**config.mk**
```make
export PLATFORM = sky130hd
export DESIGN_NAME = hist_mem_arbiter
export DESIGN_NICKNAME = d
export VERILOG_FILES = /design/src/rtl/hist_arb_pkg.sv /design/src/rtl/hist_mem_arbiter_rr_pick3.sv /design/src/rtl/hist_mem_arbiter.sv
export SDC_FILE = /design/constraint.sdc
export NUM_CORES = 1
export LEC_CHECK = 0
export CORE_MARGIN = 3
export CORE_UTILIZATION = 34
export CTS_CLUSTER_SIZE = 12
export DETAILED_ROUTE_END_ITERATION = 8
export PLACE_DENSITY = 0.89
export SLEW_MARGIN = 10
export SYNTH_ARGS = -nofsm -noshare
export SYNTH_HDL_FRONTEND = slang
export SYNTH_HIERARCHICAL = 1
export SYNTH_SLANG_ARGS = --single-unit
```
**constraint.sdc**
```tcl
create_clock -name clock -period 2 [get_ports clock]
set_input_delay 0.4 -clock clock [delete_from_list [all_inputs] [get_ports clock]]
set_output_delay 0.4 -clock clock [all_outputs]
set_load 0.005 [all_outputs]
```
**src/rtl/hist_arb_pkg.sv**
```systemverilog
// Shared definitions for the histogram-memory arbiter.
// Contents: requester count, requester ids, read-tag struct, and small id
// helpers (round-robin successor and id-to-one-hot decode).
package hist_arb_pkg;

  localparam int NUM_REQ = 3;
  localparam int ID_W    = 2;

  localparam logic [ID_W-1:0] REQ_INPUT  = 2'd0;
  localparam logic [ID_W-1:0] REQ_CDF    = 2'd1;
  localparam logic [ID_W-1:0] REQ_OUTPUT = 2'd2;

  // One read-tag pipeline entry: the requester awaiting data.
  typedef struct packed {
    logic            valid;
    logic [ID_W-1:0] id;
  } tag_t;

  // Successor in round-robin order; 2 wraps to 0, the unused code 3 maps to 0.
  function automatic logic [ID_W-1:0] next_id(input logic [ID_W-1:0] id);
    logic [ID_W-1:0] nxt;
    case (id)
      REQ_INPUT:  nxt = REQ_CDF;
      REQ_CDF:    nxt = REQ_OUTPUT;
      REQ_OUTPUT: nxt = REQ_INPUT;
      default:    nxt = REQ_INPUT;
    endcase
    return nxt;
  endfunction

  // Decode a requester id to a one-hot vector.
  function automatic logic [NUM_REQ-1:0] id_onehot(input logic [ID_W-1:0] id);
    logic [NUM_REQ-1:0] oh;
    case (id)
      REQ_INPUT:  oh = 3'b001;
      REQ_CDF:    oh = 3'b010;
      REQ_OUTPUT: oh = 3'b100;
      default:    oh = 3'b000;
    endcase
    return oh;
  endfunction

endpackage

```
**src/rtl/hist_mem_arbiter_rr_pick3.sv**
```systemverilog
// rr_pick3: combinational 3-way round-robin priority picker.
// Ports: req_i (requests), ptr_i (highest-priority id) ->
//        gnt_o (one-hot grant), idx_o (granted id), any_o (some grant).
module rr_pick3
  import hist_arb_pkg::*;
(
  input  logic [NUM_REQ-1:0] req_i,
  input  logic [ID_W-1:0]    ptr_i,
  output logic [NUM_REQ-1:0] gnt_o,
  output logic [ID_W-1:0]    idx_o,
  output logic               any_o
);

  logic [ID_W-1:0] ord0_s;
  logic [ID_W-1:0] ord1_s;
  logic [ID_W-1:0] ord2_s;

  // Search order starting at the pointer; an illegal pointer behaves as 0.
  always_comb begin
    if (ptr_i == 2'd3) begin
      ord0_s = REQ_INPUT;
    end else begin
      ord0_s = ptr_i;
    end
    ord1_s = next_id(ord0_s);
    ord2_s = next_id(ord1_s);
  end

  // First requester in search order wins.
  always_comb begin
    if (req_i[ord0_s]) begin
      idx_o = ord0_s;
      any_o = 1'b1;
    end else if (req_i[ord1_s]) begin
      idx_o = ord1_s;
      any_o = 1'b1;
    end else if (req_i[ord2_s]) begin
      idx_o = ord2_s;
      any_o = 1'b1;
    end else begin
      idx_o = REQ_INPUT;
      any_o = 1'b0;
    end
    if (any_o) begin
      gnt_o = id_onehot(idx_o);
    end else begin
      gnt_o = 3'b000;
    end
  end

endmodule

```
**src/rtl/hist_mem_arbiter.sv**
```systemverilog
// hist_mem_arbiter: round-robin arbiter giving the input-histogram (0), CDF (1)
// and output (2) stages access to one single-port histogram SRAM.
// Ports: clock/reset (async, active-high); req/we/addr/wdata per requester;
//        gnt (combinational one-hot grant); rvalid/rdata (read return);
//        mem_en/mem_we/mem_addr/mem_wdata (registered SRAM command);
//        mem_rdata (SRAM data, RD_LAT cycles after a read command).
// Option: define ARB_LOCK_EN to add the lock port; a granted requester that
//         holds lock keeps the pointer so it wins again (atomic RMW).
module hist_mem_arbiter
  import hist_arb_pkg::*;
#(
  parameter int ADDR_W = 8,
  parameter int DATA_W = 16,
  parameter int RD_LAT = 1
) (
  input  logic                      clock,
  input  logic                      reset,
  input  logic [NUM_REQ-1:0]        req,
  input  logic [NUM_REQ-1:0]        we,
  input  logic [NUM_REQ*ADDR_W-1:0] addr,
  input  logic [NUM_REQ*DATA_W-1:0] wdata,
  output logic [NUM_REQ-1:0]        gnt,
  output logic [NUM_REQ-1:0]        rvalid,
  output logic [DATA_W-1:0]         rdata,
  output logic                      mem_en,
  output logic                      mem_we,
  output logic [ADDR_W-1:0]         mem_addr,
  output logic [DATA_W-1:0]         mem_wdata,
  input  logic [DATA_W-1:0]         mem_rdata
`ifdef ARB_LOCK_EN
  ,
  input  logic [NUM_REQ-1:0]        lock
`endif
);

  logic [ID_W-1:0]   ptr_q, ptr_d;
  logic              en_q, en_d;
  logic              we_q, we_d;
  logic [ADDR_W-1:0] addr_q, addr_d;
  logic [DATA_W-1:0] wdata_q, wdata_d;
  tag_t              tag_q [0:RD_LAT];
  tag_t              tag0_d;

  logic [NUM_REQ-1:0] pick_gnt_s;
  logic [ID_W-1:0]    pick_idx_s;
  logic               pick_any_s;

  rr_pick3 u_pick (
    .req_i (req),
    .ptr_i (ptr_q),
    .gnt_o (pick_gnt_s),
    .idx_o (pick_idx_s),
    .any_o (pick_any_s)
  );

  assign gnt = pick_gnt_s;

  // Next memory command, pointer and read tag for the winning requester.
  always_comb begin
    if (pick_any_s) begin
      en_d    = 1'b1;
      we_d    = we[pick_idx_s];
      addr_d  = addr[pick_idx_s*ADDR_W +: ADDR_W];
      wdata_d = wdata[pick_idx_s*DATA_W +: DATA_W];
`ifdef ARB_LOCK_EN
      if (lock[pick_idx_s]) begin
        ptr_d = pick_idx_s;
      end else begin
        ptr_d = next_id(pick_idx_s);
      end
`else
      ptr_d   = next_id(pick_idx_s);
`endif
      tag0_d.valid = ~we[pick_idx_s];
      tag0_d.id    = pick_idx_s;
    end else begin
      en_d    = 1'b0;
      we_d    = 1'b0;
      addr_d  = addr_q;
      wdata_d = wdata_q;
      ptr_d   = ptr_q;
      tag0_d  = '0;
    end
  end

  // Pointer, memory command and read-tag pipeline registers.
  always_ff @(posedge clock or posedge reset) begin
    if (reset) begin
      ptr_q   <= 2'd0;
      en_q    <= 1'b0;
      we_q    <= 1'b0;
      addr_q  <= '0;
      wdata_q <= '0;
      for (int s = 0; s <= RD_LAT; s++) begin
        tag_q[s] <= '0;
      end
    end else begin
      ptr_q    <= ptr_d;
      en_q     <= en_d;
      we_q     <= we_d;
      addr_q   <= addr_d;
      wdata_q  <= wdata_d;
      tag_q[0] <= tag0_d;
      for (int s = 1; s <= RD_LAT; s++) begin
        tag_q[s] <= tag_q[s-1];
      end
    end
  end

  assign mem_en    = en_q;
  assign mem_we    = we_q;
  assign mem_addr  = addr_q;
  assign mem_wdata = wdata_q;

  // The last tag stage lines up with the SRAM data for that read.
  always_comb begin
    if (tag_q[RD_LAT].valid) begin
      rvalid = id_onehot(tag_q[RD_LAT].id);
    end else begin
      rvalid = 3'b000;
    end
  end

  assign rdata = mem_rdata;

endmodule

```
==> flow_results.xml <==
<?xml version="1.0" encoding="UTF-8"?>
<metrics>
  <group name="finish">
    <metric name="area_growth" unit="%">79.5</metric>
    <metric name="fin_area" unit="µm²">4170</metric>
    <metric name="antenna-diode-count" unit="">0</metric>
    <metric name="design.final.nets" unit="">431</metric>
    <metric name="drive_gt1_frac" unit="">0.339</metric>
    <metric name="stdcell_count" unit="">410</metric>
  </group>
  <group name="timing">
    <metric name="finalSetupViolCount" unit="">31</metric>
    <metric name="hold_violation_total_from_the_final_report" unit="">0</metric>
    <metric name="grt_setup_unrepaired" unit="">true</metric>
    <metric name="fin_hold_ws" unit="ps">356</metric>
    <metric name="achievable-frequency" unit="MHz">430</metric>
    <metric name="postLayoutSetupSlackWorst" unit="ps">-323</metric>
    <metric name="fin_crit_sh" unit="">1.16</metric>
    <metric name="post-route-min-period" unit="ps">2320</metric>
    <metric name="actual_slew_at_the_worst_max_slew_pin" unit="ps">435</metric>
    <metric name="final_max_slew_viol_count" unit="">0</metric>
    <metric name="setup_total_negative_slack" unit="ps">-6190</metric>
    <metric name="relSlewSlack" unit="">0.710</metric>
    <metric name="fin_worst_skew" unit="ps">5.51</metric>
  </group>
  <group name="yosys">
    <metric name="ys_dominant_reg_cell" unit="">sky130_fd_sc_hd__dfrtp_1</metric>
    <metric name="yosysUniqueCellTypes" unit="">38</metric>
    <metric name="sequential_element_share_of_the_synthesized_area" unit="">0.366</metric>
    <metric name="synth_compound_gate_area_share" unit="">0.176</metric>
    <metric name="post_synth_xor_area_fraction" unit="">0</metric>
    <metric name="synth_enable_flop_cells" unit="">0</metric>
    <metric name="synthCells" unit="">210</metric>
    <metric name="post_synth_mux_area_share" unit="">0.121</metric>
    <metric name="post_synth_fa_ha_maj_area_fraction" unit="">0.0162</metric>
    <metric name="synth_seq_cells" unit="">34</metric>
    <metric name="mappedNetlistNets" unit="">309</metric>
    <metric name="synthesis.area" unit="µm²">2320</metric>
    <metric name="synth_top_family_by_area" unit="">simple AND/OR/NAND/NOR gates</metric>
    <metric name="synth_async_sr_flop_share" unit="">1.00</metric>
    <metric name="postSynthAreaPerCell" unit="µm²">11.1</metric>
    <metric name="yosysWarnings" unit="">6</metric>
    <metric name="synth_simple_gate_area_share" unit="">0.198</metric>
  </group>
  <group name="power">
    <metric name="power.density_cell_area" unit="nW/µm²">1630</metric>
    <metric name="power.leakage" unit="nW">1.63</metric>
    <metric name="vdd.ir_drop.worst" unit="µV">752</metric>
  </group>
  <group name="die">
    <metric name="placementRows" unit="">29</metric>
    <metric name="overall_die_height" unit="µm">88.6</metric>
    <metric name="die_x" unit="µm">88.6</metric>
    <metric name="start_util" unit="">0.358</metric>
    <metric name="area_of_the_core" unit="µm²">6490</metric>
    <metric name="pin_count" unit="">144</metric>
    <metric name="die-area" unit="µm²">7860</metric>
  </group>
  <group name="placed_design">
    <metric name="placedInstanceArea" unit="µm²">3450</metric>
    <metric name="dp_cells" unit="">380</metric>
    <metric name="port_buffers" unit="">111</metric>
    <metric name="detailed_place_hpwl" unit="µm">4910</metric>
    <metric name="finalWeightedCongestion" unit="">0.875</metric>
  </group>
  <group name="grt">
    <metric name="first_global_vias" unit="">2248</metric>
    <metric name="antenna_found_initial" unit="">0</metric>
    <metric name="grt_pass1_wl" unit="µm">11100</metric>
    <metric name="grt_start_max_net_pins" unit="">35</metric>
    <metric name="overall_overflow_remaining_after_global_route" unit="">0</metric>
    <metric name="grt_use_total" unit="">0.181</metric>
  </group>
  <group name="route">
    <metric name="drcViolationCount" unit="">0</metric>
    <metric name="route.detailed.wl_per_inst" unit="µm">18.1</metric>
    <metric name="routed_via_density" unit="">5.30</metric>
    <metric name="first_pass_iters" unit="">5</metric>
    <metric name="wl" unit="µm">7430</metric>
    <metric name="route.antenna.remaining_nets" unit="">0</metric>
    <metric name="via_count" unit="">2175</metric>
    <metric name="drt_first_iter_violations" unit="">103</metric>
  </group>
  <group name="worst_setup_path">
    <metric name="start_kind" unit="">flop</metric>
    <metric name="setup.worst_path.class" unit="">reg -&gt; out</metric>
    <metric name="worst_ep_required_time" unit="ps">1600</metric>
    <metric name="reg2regPathDepth" unit="">11</metric>
    <metric name="arrival" unit="ps">1920</metric>
    <metric name="critical_path.endpoint_type" unit="">primary output</metric>
    <metric name="crit_path_max_fanout" unit="">5</metric>
  </group>
  <group name="min_path">
    <metric name="hold-path-cell-count" unit="">0</metric>
    <metric name="holdCritPathClass" unit="">reg -&gt; reg</metric>
  </group>
  <group name="clocking">
    <metric name="cts_tree" unit="">yes</metric>
    <metric name="numCtsBuffers" unit="">5</metric>
    <metric name="cts.clk_slew.worst_paths" unit="ps">70</metric>
    <metric name="cts_htree_levels" unit="">2</metric>
    <metric name="cts_num_sinks" unit="">34</metric>
    <metric name="worst_skew_pair.late_latency" unit="ps">280</metric>
    <metric name="clock-root-buffer" unit="">sky130_fd_sc_hd__clkbuf_8</metric>
    <metric name="clk_path_buf_depth" unit="">2</metric>
  </group>
  <group name="run_status">
    <metric name="violated_checks" unit="">setup timing</metric>
    <metric name="status" unit="">finished, violations left</metric>
  </group>
  <group name="flow_run">
    <metric name="cap_violations" unit="">0</metric>
  </group>
</metrics>
==> synth_stat cells (2+ instances only) <==
master                     number  area share
sky130_fd_sc_hd__and3b_1        2      0.0075
sky130_fd_sc_hd__buf_2          3      0.0065
sky130_fd_sc_hd__buf_4         20       0.065
sky130_fd_sc_hd__buf_6          3       0.015
sky130_fd_sc_hd__buf_8          2       0.013
sky130_fd_sc_hd__clkbuf_1       7       0.011
sky130_fd_sc_hd__dfrtp_1       34        0.37
sky130_fd_sc_hd__ha_1           3       0.016
sky130_fd_sc_hd__inv_1          8       0.013
sky130_fd_sc_hd__mux2i_1       24        0.10
sky130_fd_sc_hd__nand2_1        4      0.0065
sky130_fd_sc_hd__nand2b_1      23       0.062
sky130_fd_sc_hd__nand4b_1      24       0.091
sky130_fd_sc_hd__nor2_1         4      0.0065
sky130_fd_sc_hd__nor2b_1        4       0.011
sky130_fd_sc_hd__o211ai_1       4       0.013
sky130_fd_sc_hd__o211ai_2      19        0.10
sky130_fd_sc_hd__o22ai_1        2      0.0054
==> flip-flops by register name (all words and copies together) (netlist names) <==
signal and cells:
mem_wdata 16, mem_addr 8, tag_q 6, ptr_q 2, mem_en 1, mem_we 1
==> path summary, 6_finish.rpt <==
check | start | end | slack (ps)
worst max-delay path | ptr_q[0]$_DFFE_PP0P_ | gnt[0] | -320
worst min-delay path | tag_q[4]$_DFF_PP0_ | tag_q[1]$_DFF_PP0_ | 360
worst max register to register | ptr_q[1]$_DFFE_PP0P_ | tag_q[5]$_DFF_PP0_ | -260
worst min register to register | tag_q[4]$_DFF_PP0_ | tag_q[1]$_DFF_PP0_ | 360
max in group asynchronous | reset | ptr_q[0]$_DFFE_PP0P_ | 1150
min in group asynchronous | reset | mem_addr[4]$_DFFE_PP0P_ | 530
==> what timing repair did <==
action                                  in CTS  in global routing
endpoints found under the setup margin      33                 33
pin swaps                                   29                 18
setup buffers                               12                  6
hold endpoints to repair                     0                  0
gates cloned                                 5                  1
resized for setup                           52                 42
hold buffers                                 0                  0
==> where the power goes <==
group	switching [mW]	internal, mW	total (mW)
Sequential	0.211	1.05	1.26
Clock	0.244	0.278	0.522
Combinational	2.06	2.97	5.03
Total	2.52	4.30	6.81
==> area by class of cell <==
type | instances | area, µm²
Fill cell | 498 | 2330
Timing Repair Buffer | 150 | 1640
Multi-Input combinational cell | 133 | 1460
Sequential cell | 34 | 852
Tap cell | 77 | 96.3
Clock buffer | 7 | 86.3
Inverter | 8 | 30.0
Clock inverter | 1 | 5.00
==> cells by family after synthesis <==
group / after synthesis
fa+ha+maj: 3
buf+inv: 43
flops: 34
mux: 27
simple gates: 65
compound gates: 38
==> layer usage <==
layer  routed length (µm)  vias to the layer above  track usage
met5                    0                        -            0
met4                  103                        0       0.0604
met3                  493                       16       0.0400
met2                 3780                       97        0.312
met1                 3050                     1062        0.224
li1                     -                     1000            -
==> worst max-delay path, stage by stage (launching register included) <==
cell	delay (ps)
sky130_fd_sc_hd__dfrtp_2	450
sky130_fd_sc_hd__buf_4	150
sky130_fd_sc_hd__ha_2	210
sky130_fd_sc_hd__inv_2	100
sky130_fd_sc_hd__o21ai_0	100
sky130_fd_sc_hd__a31o_2	310
sky130_fd_sc_hd__a211oi_2	190
sky130_fd_sc_hd__buf_2	140
==> stage by stage <==
stage / power, mW / setup WS, ps / util
final: 6.81 / -323 / 0.642
after global routing: 7.24 / -403 / 0.642
after CTS: 6.52 / -305 / 0.603
after detailed placement: 4.91 / -645 / 0.531
after global placement: 4.76 / -589 / 0.531
after floorplan: 3.54 / 1.43 / -
==> layout by cell type, fill, tap and decap left out, types with 6 or more instances in the layout <==
cell                              instances
sky130_fd_sc_hd__dfrtp_1                 33
sky130_fd_sc_hd__o211ai_2                19
sky130_fd_sc_hd__mux2i_4                 10
sky130_fd_sc_hd__mux2i_2                 10
sky130_fd_sc_hd__clkdlybuf4s50_1        107
sky130_fd_sc_hd__clkbuf_8                 6
sky130_fd_sc_hd__buf_12                   8
sky130_fd_sc_hd__buf_4                   13
sky130_fd_sc_hd__nand2b_1                23
sky130_fd_sc_hd__nand4b_1                24
sky130_fd_sc_hd__buf_6                   12
No activity file was read; power rests on OpenSTA's default activity.
